**config.mk**
```make
export PLATFORM = sky130hd
export DESIGN_NAME = polynomial3_arbiter
export DESIGN_NICKNAME = d
export VERILOG_FILES = /design/src/rtl/polynomial3_arbiter.sv
export SDC_FILE = /design/constraint.sdc
export NUM_CORES = 1
export LEC_CHECK = 0
export CAP_MARGIN = 40
export CORE_AREA = 2 2 132 134
export CTS_CLUSTER_DIAMETER = 60
export DETAILED_ROUTE_END_ITERATION = 16
export DIE_AREA = 0 0 134 136
export GPL_ROUTABILITY_DRIVEN = 0
export PLACE_DENSITY = 0.73
export SETUP_SLACK_MARGIN = 0.1
export SYNTH_ARGS = -nofsm -noshare
export SYNTH_HDL_FRONTEND = slang
export SYNTH_SLANG_ARGS = --single-unit
export TNS_END_PERCENT = 30
```
**constraint.sdc**
```tcl
create_clock -name i_clk -period 3.8 [get_ports i_clk]
set_clock_uncertainty 0.2 [all_clocks]
set_input_delay 0.57 -clock i_clk [delete_from_list [all_inputs] [get_ports i_clk]]
set_output_delay 0.57 -clock i_clk [all_outputs]
set_load 0.05 [all_outputs]
```
**src/rtl/polynomial3_arbiter.sv**
```systemverilog
// ----------------------------------------------------------------------------
// polynomial3_arbiter
//
// Purpose:
//   Round-robin arbiter and sequencer that shares one Polynomial3 evaluator
//   (y = a*x^2 + b*x + c) among N_REQ requesters.
//
//   Transaction flow, one transaction at a time:
//     IDLE  -> grant one requester and latch its {a,b,c,x}
//     ISSUE -> present the operands to the evaluator
//     WAIT  -> wait for the evaluator result
//     RESP  -> return y to the granted requester
//
//   The arbiter performs no arithmetic; operands and the result pass through
//   unmodified.
//
// Configuration macro:
//   POLY3_ARB_TIMEOUT_EN
//     Defined:   adds a WAIT-state watchdog. After TIMEOUT_CYC cycles in WAIT
//                with no result, the response is returned with resp_y = 0 and
//                resp_err = 1.
//     Undefined: WAIT holds until the result arrives and o_resp_err is 0.
//
// Parameters:
//   N_REQ        number of requesters (2..16)
//   COEF_W       width of each unsigned coefficient a, b, c
//   X_W          width of unsigned x
//   Y_W          width of result y
//   TIMEOUT_CYC  WAIT watchdog limit in cycles (only with POLY3_ARB_TIMEOUT_EN)
//
// Ports:
//   i_clk         clock; all logic is on the rising edge
//   i_rst         asynchronous active-high reset
//   i_req_valid   per-requester request valid
//   o_req_ready   per-requester request accept (one-hot or zero, IDLE only)
//   i_req_coef    {a,b,c} per requester; requester i at slice i, a is the MSB
//   i_req_x       x per requester
//   o_ev_valid    operand valid to the evaluator
//   i_ev_ready    evaluator accepts the operands
//   o_ev_coef     latched {a,b,c}
//   o_ev_x        latched x
//   i_ev_y_valid  evaluator result strobe (single cycle)
//   i_ev_y        evaluator result
//   o_resp_valid  one-hot response valid to the owner
//   i_resp_ready  per-requester response accept
//   o_resp_y      result to the owner (shared bus)
//   o_resp_err    result invalid (watchdog timeout)
//   o_busy        high whenever the FSM is not in IDLE
// ----------------------------------------------------------------------------
module polynomial3_arbiter #(
  parameter int N_REQ       = 4,
  parameter int COEF_W      = 12,
  parameter int X_W         = 10,
  parameter int Y_W         = 46,
  parameter int TIMEOUT_CYC = 64
) (
  input  logic                        i_clk,
  input  logic                        i_rst,
  input  logic [N_REQ-1:0]            i_req_valid,
  output logic [N_REQ-1:0]            o_req_ready,
  input  logic [N_REQ*3*COEF_W-1:0]   i_req_coef,
  input  logic [N_REQ*X_W-1:0]        i_req_x,
  output logic                        o_ev_valid,
  input  logic                        i_ev_ready,
  output logic [3*COEF_W-1:0]         o_ev_coef,
  output logic [X_W-1:0]              o_ev_x,
  input  logic                        i_ev_y_valid,
  input  logic [Y_W-1:0]              i_ev_y,
  output logic [N_REQ-1:0]            o_resp_valid,
  input  logic [N_REQ-1:0]            i_resp_ready,
  output logic [Y_W-1:0]              o_resp_y,
  output logic                        o_resp_err,
  output logic                        o_busy
);

  localparam int IDX_W = (N_REQ > 1) ? $clog2(N_REQ) : 1;
  localparam int CW3   = 3 * COEF_W;

  // Catch illegal parameter values at elaboration time.
  if ((N_REQ < 2) || (N_REQ > 16)) begin : g_bad_n_req
    $error("polynomial3_arbiter: N_REQ must be in the range 2..16");
  end
  if (TIMEOUT_CYC < 1) begin : g_bad_timeout_cyc
    $error("polynomial3_arbiter: TIMEOUT_CYC must be at least 1");
  end

  typedef enum logic [1:0] {
    S_IDLE  = 2'd0,
    S_ISSUE = 2'd1,
    S_WAIT  = 2'd2,
    S_RESP  = 2'd3
  } state_t;

  state_t                 r_state;
  logic [IDX_W-1:0]       r_rr_ptr;
  logic [IDX_W-1:0]       r_owner;
  logic                   r_ev_valid;
  logic [CW3-1:0]         r_ev_coef;
  logic [X_W-1:0]         r_ev_x;
  logic [N_REQ-1:0]       r_resp_valid;
  logic [Y_W-1:0]         r_resp_y;
  logic                   r_busy;

  logic                   w_any;
  logic [IDX_W-1:0]       w_winner;
  int                     w_sum;
  logic [N_REQ-1:0]       w_owner_onehot;
  logic [IDX_W-1:0]       w_rr_next;
  logic                   w_owner_resp_ready;

`ifdef POLY3_ARB_TIMEOUT_EN
  localparam int TO_CNT_W = (TIMEOUT_CYC > 1) ? $clog2(TIMEOUT_CYC) : 1;
  localparam logic [TO_CNT_W-1:0] TO_LAST = TO_CNT_W'(TIMEOUT_CYC - 1);

  logic [TO_CNT_W-1:0]    r_wait_cnt;
  logic                   r_resp_err;
`endif

  assign w_any = |i_req_valid;

  // Round-robin winner: first valid requester searching upward from r_rr_ptr.
  // Scanning the offsets from high to low lets the lowest offset win last.
  always_comb begin
    w_winner = '0;
    w_sum    = 0;
    for (int k = N_REQ - 1; k >= 0; k--) begin
      w_sum = (int'(r_rr_ptr) + k) % N_REQ;
      if (i_req_valid[IDX_W'(w_sum)]) begin
        w_winner = IDX_W'(w_sum);
      end else begin
        w_winner = w_winner;
      end
    end
  end

  // Request accept is combinational so the grant handshake completes in the
  // same IDLE cycle; it is held low while reset is asserted.
  always_comb begin
    o_req_ready = '0;
    if ((r_state == S_IDLE) && w_any && !i_rst) begin
      o_req_ready[w_winner] = 1'b1;
    end else begin
      o_req_ready = '0;
    end
  end

  // Owner decode and the pointer value used after the response completes.
  always_comb begin
    w_owner_onehot     = N_REQ'(1) << r_owner;
    w_owner_resp_ready = i_resp_ready[r_owner];
    if (r_owner == IDX_W'(N_REQ - 1)) begin
      w_rr_next = '0;
    end else begin
      w_rr_next = r_owner + IDX_W'(1);
    end
  end

  // Transaction FSM with all outputs registered alongside the state.
  always_ff @(posedge i_clk or posedge i_rst) begin
    if (i_rst) begin
      r_state      <= S_IDLE;
      r_rr_ptr     <= '0;
      r_owner      <= '0;
      r_ev_valid   <= 1'b0;
      r_ev_coef    <= '0;
      r_ev_x       <= '0;
      r_resp_valid <= '0;
      r_resp_y     <= '0;
      r_busy       <= 1'b0;
`ifdef POLY3_ARB_TIMEOUT_EN
      r_wait_cnt   <= '0;
      r_resp_err   <= 1'b0;
`endif
    end else begin
      case (r_state)
        S_IDLE: begin
          // Grant handshake: the winner always sees ready, so any valid wins.
          if (w_any) begin
            r_owner    <= w_winner;
            r_ev_coef  <= i_req_coef[int'(w_winner) * CW3 +: CW3];
            r_ev_x     <= i_req_x[int'(w_winner) * X_W +: X_W];
            r_ev_valid <= 1'b1;
            r_busy     <= 1'b1;
            r_state    <= S_ISSUE;
          end else begin
            r_state    <= S_IDLE;
          end
        end

        S_ISSUE: begin
          if (i_ev_ready) begin
            r_ev_valid <= 1'b0;
            r_state    <= S_WAIT;
`ifdef POLY3_ARB_TIMEOUT_EN
            r_wait_cnt <= '0;
`endif
          end else begin
            r_state    <= S_ISSUE;
          end
        end

        S_WAIT: begin
          // A result in the same cycle the watchdog expires takes priority.
          if (i_ev_y_valid) begin
            r_resp_y     <= i_ev_y;
            r_resp_valid <= w_owner_onehot;
            r_state      <= S_RESP;
`ifdef POLY3_ARB_TIMEOUT_EN
            r_resp_err   <= 1'b0;
          end else if (r_wait_cnt == TO_LAST) begin
            r_resp_y     <= '0;
            r_resp_err   <= 1'b1;
            r_resp_valid <= w_owner_onehot;
            r_state      <= S_RESP;
          end else begin
            r_wait_cnt   <= r_wait_cnt + TO_CNT_W'(1);
            r_state      <= S_WAIT;
`else
          end else begin
            r_state      <= S_WAIT;
`endif
          end
        end

        S_RESP: begin
          // Only the owner's accept completes; the pointer moves past the owner.
          if (w_owner_resp_ready) begin
            r_resp_valid <= '0;
            r_busy       <= 1'b0;
            r_rr_ptr     <= w_rr_next;
            r_state      <= S_IDLE;
`ifdef POLY3_ARB_TIMEOUT_EN
            r_resp_err   <= 1'b0;
`endif
          end else begin
            r_state      <= S_RESP;
          end
        end

        default: begin
          r_state      <= S_IDLE;
          r_ev_valid   <= 1'b0;
          r_resp_valid <= '0;
          r_busy       <= 1'b0;
`ifdef POLY3_ARB_TIMEOUT_EN
          r_resp_err   <= 1'b0;
`endif
        end
      endcase
    end
  end

  assign o_ev_valid   = r_ev_valid;
  assign o_ev_coef    = r_ev_coef;
  assign o_ev_x       = r_ev_x;
  assign o_resp_valid = r_resp_valid;
  assign o_resp_y     = r_resp_y;
  assign o_busy       = r_busy;

`ifdef POLY3_ARB_TIMEOUT_EN
  assign o_resp_err   = r_resp_err;
`else
  assign o_resp_err   = 1'b0;
`endif

endmodule

```
# Word-level counts from Yosys, hierarchy flattened
# Cells that the tools add are included.
# word_totals
inputBits	242
memories	0
register_bits	104
out_inout_bits	103
rom_bits	0
latch_bits	0
word_cells	83
ramBits	0
# classes
muxes	35
div	0
n_addsub	4
n_eq_ne	8
n_bitwise	0
multipliers	2
n_shift	3
order_cmp	7
n_reduce_logical	15
# op_table
cell	count
144-bit by 9-bit variable part select with 36-bit output	1
40-bit by 7-bit variable part select with 10-bit output	1
2-bit by 4-bit less-than comparator with 1-bit output, second input constant	4
1-bit 2-to-1 mux	15
2-bit 2-to-1 mux	7
4-bit 2-to-1 mux	3
1-bit binary-select mux with 2-bit select	5
3-bit AND reduction	3
2-bit inequality test, second input constant	4
2-bit case mux with 4 select lines	1
4-bit case mux with 2 select lines	1
2-bit equality test, second input constant	3
2-bit by 3-bit less-than comparator with 1-bit output, second input constant	2
2-bit by 4-bit multiplier with 6-bit output, second input constant	1
2-bit AND reduction	3
2-bit nonzero test	3
2-bit by 3-bit multiplier with 5-bit output, second input constant	1
2-bit by 1-bit adder with 2-bit output, second input constant	2
2-bit adder, second input constant	2
1-bit case mux with 2 select lines	2
4-bit OR reduction	1
1-bit by 2-bit << shifter with 4-bit output, first input constant	1
1-bit logical AND	3
1-bit demux with 2-bit select	1
4 further kinds	4

# Longest topological paths before layout
# logic_depth
depth_word	13
mapped_depth	7
depth_no_buf	5

# Least setup slack after synthesis
# Ideal clock, no wire load.
# synth_path
kind	input port to output port
start	input port i_req_valid[0]
end	output port o_req_ready[2]
cell_stages	5
arrival_time_ns	2.810
required_time_ns	3.030
path_slack_ns	0.220
n_path_buf	2
cell_sequence	nor4_1 or3_1 buf_2 clkbuf_1 nor4_1
# synth_between
elab_chain_len	12
elab_cells_between_ends	25
cone_classes	2 x order compare; 19 x mux; 4 x reduce/logical
# synth_rtl
element	line	source
start, declared	59	input logic [N_REQ-1:0] i_req_valid,
1-bit binary-select mux with 2-bit select	128	if (i_req_valid[IDX_W'(w_sum)]) begin
1-bit 2-to-1 mux (implied by the code) (2 in a row)	128	
2-bit 2-to-1 mux (4 in a row)	128	
2-bit by 3-bit less-than comparator with 1-bit output (implied by the code) / 2-bit by 1-bit greater-or-equal comparator with 1-bit output (equally long branches)	141	o_req_ready[w_winner] = 1'b1;
1-bit logical AND (implied by the code)	141	
1-bit 2-to-1 mux (implied by the code)	141	
1-bit demux with 2-bit select	141	
4-bit 2-to-1 mux *	140	if ((r_state == S_IDLE) && w_any && !i_rst) begin
end, declared	60	output logic [N_REQ-1:0] o_req_ready,
# Every way passes the cells marked *; elsewhere a longest branch is shown, timed or not. The select of a mux whose other input is x is not followed.

# Final worst setup path
# layout_path
start	input port i_req_valid[0]
end	output port o_req_ready[3]
# Same word-level chain as after synthesis.

==> flow_summary.ini <==
[finish]
drive_gt1_frac = 0.0609
fillers = 1476
syn_to_final_growth_pct = 72.8
final_cell_mix = 339 x clkdlybuf4s50_1, 104 x dfrtp_1, 49 x nor2_1
layout_commonest_cell = clkdlybuf4s50_1
n_antenna_cell = 0
nets = 1063

[synth]
synth_cells = 495
synth-seq-cells = 104
ys_warn_count = 0
synth-edff-count = 0
async_reset_ff_frac = 1.00
yosysSeqAreaShare = 0.479
syn_area_per_cell_um2 = 11.0
synth.distinct_cells = 37
syn-num-nets = 741
synthFlopType = dfrtp_1
syn_area_mm2 = 0.00544

[clock_tree]
cts_buffer_depth = 2
cts.root.buffer_cell = clkbuf_16
clock-sinks = 104
ctsHtreeMaxLevel = 3
ctsResizeCount = 0
clock_latency_ps = 340
clk_pin_slew_worst_paths_ps = 60
cts_tree = built
cts_buffers = 9
post-cts-setup-buffers = 0
postCtsHoldBufs = 0

[power_and_ir_drop]
vdd_drop_max_mv = 0.516
totalPowerFinal_mw = 7.97
power_per_cell_area_mw_per_mm2 = 848
leakage_nw = 3.84

[detailed_routing]
routedWlPerCell_um = 18.0
drc_errors = 0
routed_wl_mm = 18.9
firstDrtPassIters = 5
ant_nets = 0
via_per_inst = 5.04
vias = 5267
first_iter_violations = 180

[global_route]
grt_pass1_vias = 5227
antenna_found_initial = 0
grt_usage = 0.202
grt_pass1_wl_mm = 28.7
overflow = 0
grt_max_degree = 64

[critical_path]
path_class = in -> out
startpoint_type = primary input
worstPathRequired_ps = 3030
worstPathArrival_ps = 2580
rrSetupSlack_ps = 1490
end_kind = output port
critPathMaxFanout = 4

[floorplan]
initial_core_util = 0.322
io_pins = 345
dieArea_mm2 = 0.0182
core-area_mm2 = 0.0169
die_x_um = 134
row_count = 48
die_y_um = 136

[sta]
worst_pin_slew_ps = 787
max_freq_mhz = 298
setup_viol = 0
hold_violations = 0
slew_headroom = 0.476
min_period_over_period = 0.883
post-route-min-period_ps = 3350
grt_setup_unrepaired = false
setup_tns_ps = 0
slew_viol_final = 0

[placed_design]
io_buffers = 343
dp_hpwl_mm = 14.5

[job]
max-cap-violations = 0

[worst_hold_path]
worstHoldPathType = reg -> reg

[run_status]
status = finished, final reports clean
## layer usage
| layer | wire length [µm] | vias to the layer above | global-route usage |
|---|---|---|---|
| met5 | 0 | - | 0 |
| met1 | 7580 | 2475 | 0.245 |
| li1 | - | 2518 | - |
| met4 | 296 | 0 | 0.0520 |
| met2 | 9480 | 253 | 0.352 |
| met3 | 1500 | 21 | 0.0593 |
## per-stage QoR
| stage | util | hold slack [ps] | cells | worst slack, ps | area (µm²) |
|---|---|---|---|---|---|
| floorplan | - | 333 | 495 | 220 | 5440 |
| global placement | 0.540 | 272 | 1031 | 480 | 9110 |
| detailed placement | 0.540 | 281 | 1031 | 455 | 9110 |
| CTS | 0.557 | 297 | 1046 | 446 | 9390 |
| global route | 0.557 | 311 | 1046 | 437 | 9390 |
| finish | 0.557 | 291 | 1046 | 446 | 9390 |
## power breakdown
part | total, mW | switching, mW | internal [mW]
Clock | 0.896 | 0.443 | 0.453
Sequential | 1.99 | 0.319 | 1.67
Combinational | 5.08 | 3.25 | 1.83
Total | 7.97 | 4.01 | 3.95
## cell usage after synthesis (4+ instances only)
cell | instances | share of area
buf_4 | 5 | 0.0069
mux2_2 | 4 | 0.0083
a211oi_1 | 46 | 0.064
clkbuf_1 | 24 | 0.017
mux2_1 | 43 | 0.089
a2111oi_1 | 6 | 0.011
nor2_1 | 49 | 0.034
inv_1 | 9 | 0.0062
and3_1 | 47 | 0.054
o22ai_1 | 4 | 0.0046
mux2i_1 | 47 | 0.087
ha_1 | 4 | 0.0092
nand2_1 | 15 | 0.010
dfrtp_1 | 104 | 0.48
buf_2 | 18 | 0.017
o21ai_1 | 5 | 0.0046
a2111oi_0 | 39 | 0.063
## final timing paths
path                                         start                        end  cells past startpoint
setup / recovery                    i_req_valid[0]             o_req_ready[3]                      5
hold / removal             o_resp_y[6]$_DFFE_PP0P_    o_resp_y[6]$_DFFE_PP0P_                      1
setup reg to reg           r_rr_ptr[0]$_DFFE_PP0P_  o_ev_coef[20]$_DFFE_PP0N_                      6
hold reg to reg            o_resp_y[6]$_DFFE_PP0P_    o_resp_y[6]$_DFFE_PP0P_                      1
max in group asynchronous                    i_rst  o_ev_coef[23]$_DFFE_PP0N_                      3
min in group asynchronous                    i_rst   o_ev_coef[0]$_DFFE_PP0N_                      2
## area by class of cell
class	instances	area, µm²	area share
timing repair buffer	360	3600	0.383
sequential	104	2600	0.277
multi-input combinational	332	2590	0.276
tap	225	282	0.0300
clock buffer	9	225	0.0240
clock inverter	6	55.1	0.00586
inverter	10	40.0	0.00426
## worst max-delay path, stage by stage
cell	delay, ps
clkdlybuf4s50_1	590
nor4_1	130
or3_2	460
nor4_1	610
buf_12	220
## kinds of logic after synthesis
kind of cell             Yosys count  synth area share
AND/OR/NAND/NOR                  125             0.114
AO/OA/AOI/OAI                    107             0.158
flip-flops                       104             0.479
multiplexers                      95             0.188
buffers and inverters             59            0.0511
adder cells (fa/ha/maj)            4           0.00920
other                              1          0.000690
## flip-flops by register name (all words and copies together), names as in the netlist
| register | cells |
|---|---|
| o_busy | 1 |
| o_ev_coef | 36 |
| o_ev_valid | 1 |
| o_ev_x | 10 |
| o_resp_valid | 4 |
| o_resp_y | 46 |
| r_owner | 2 |
| r_rr_ptr | 2 |
| r_state | 2 |
Power figures use the tool's default switching activity.
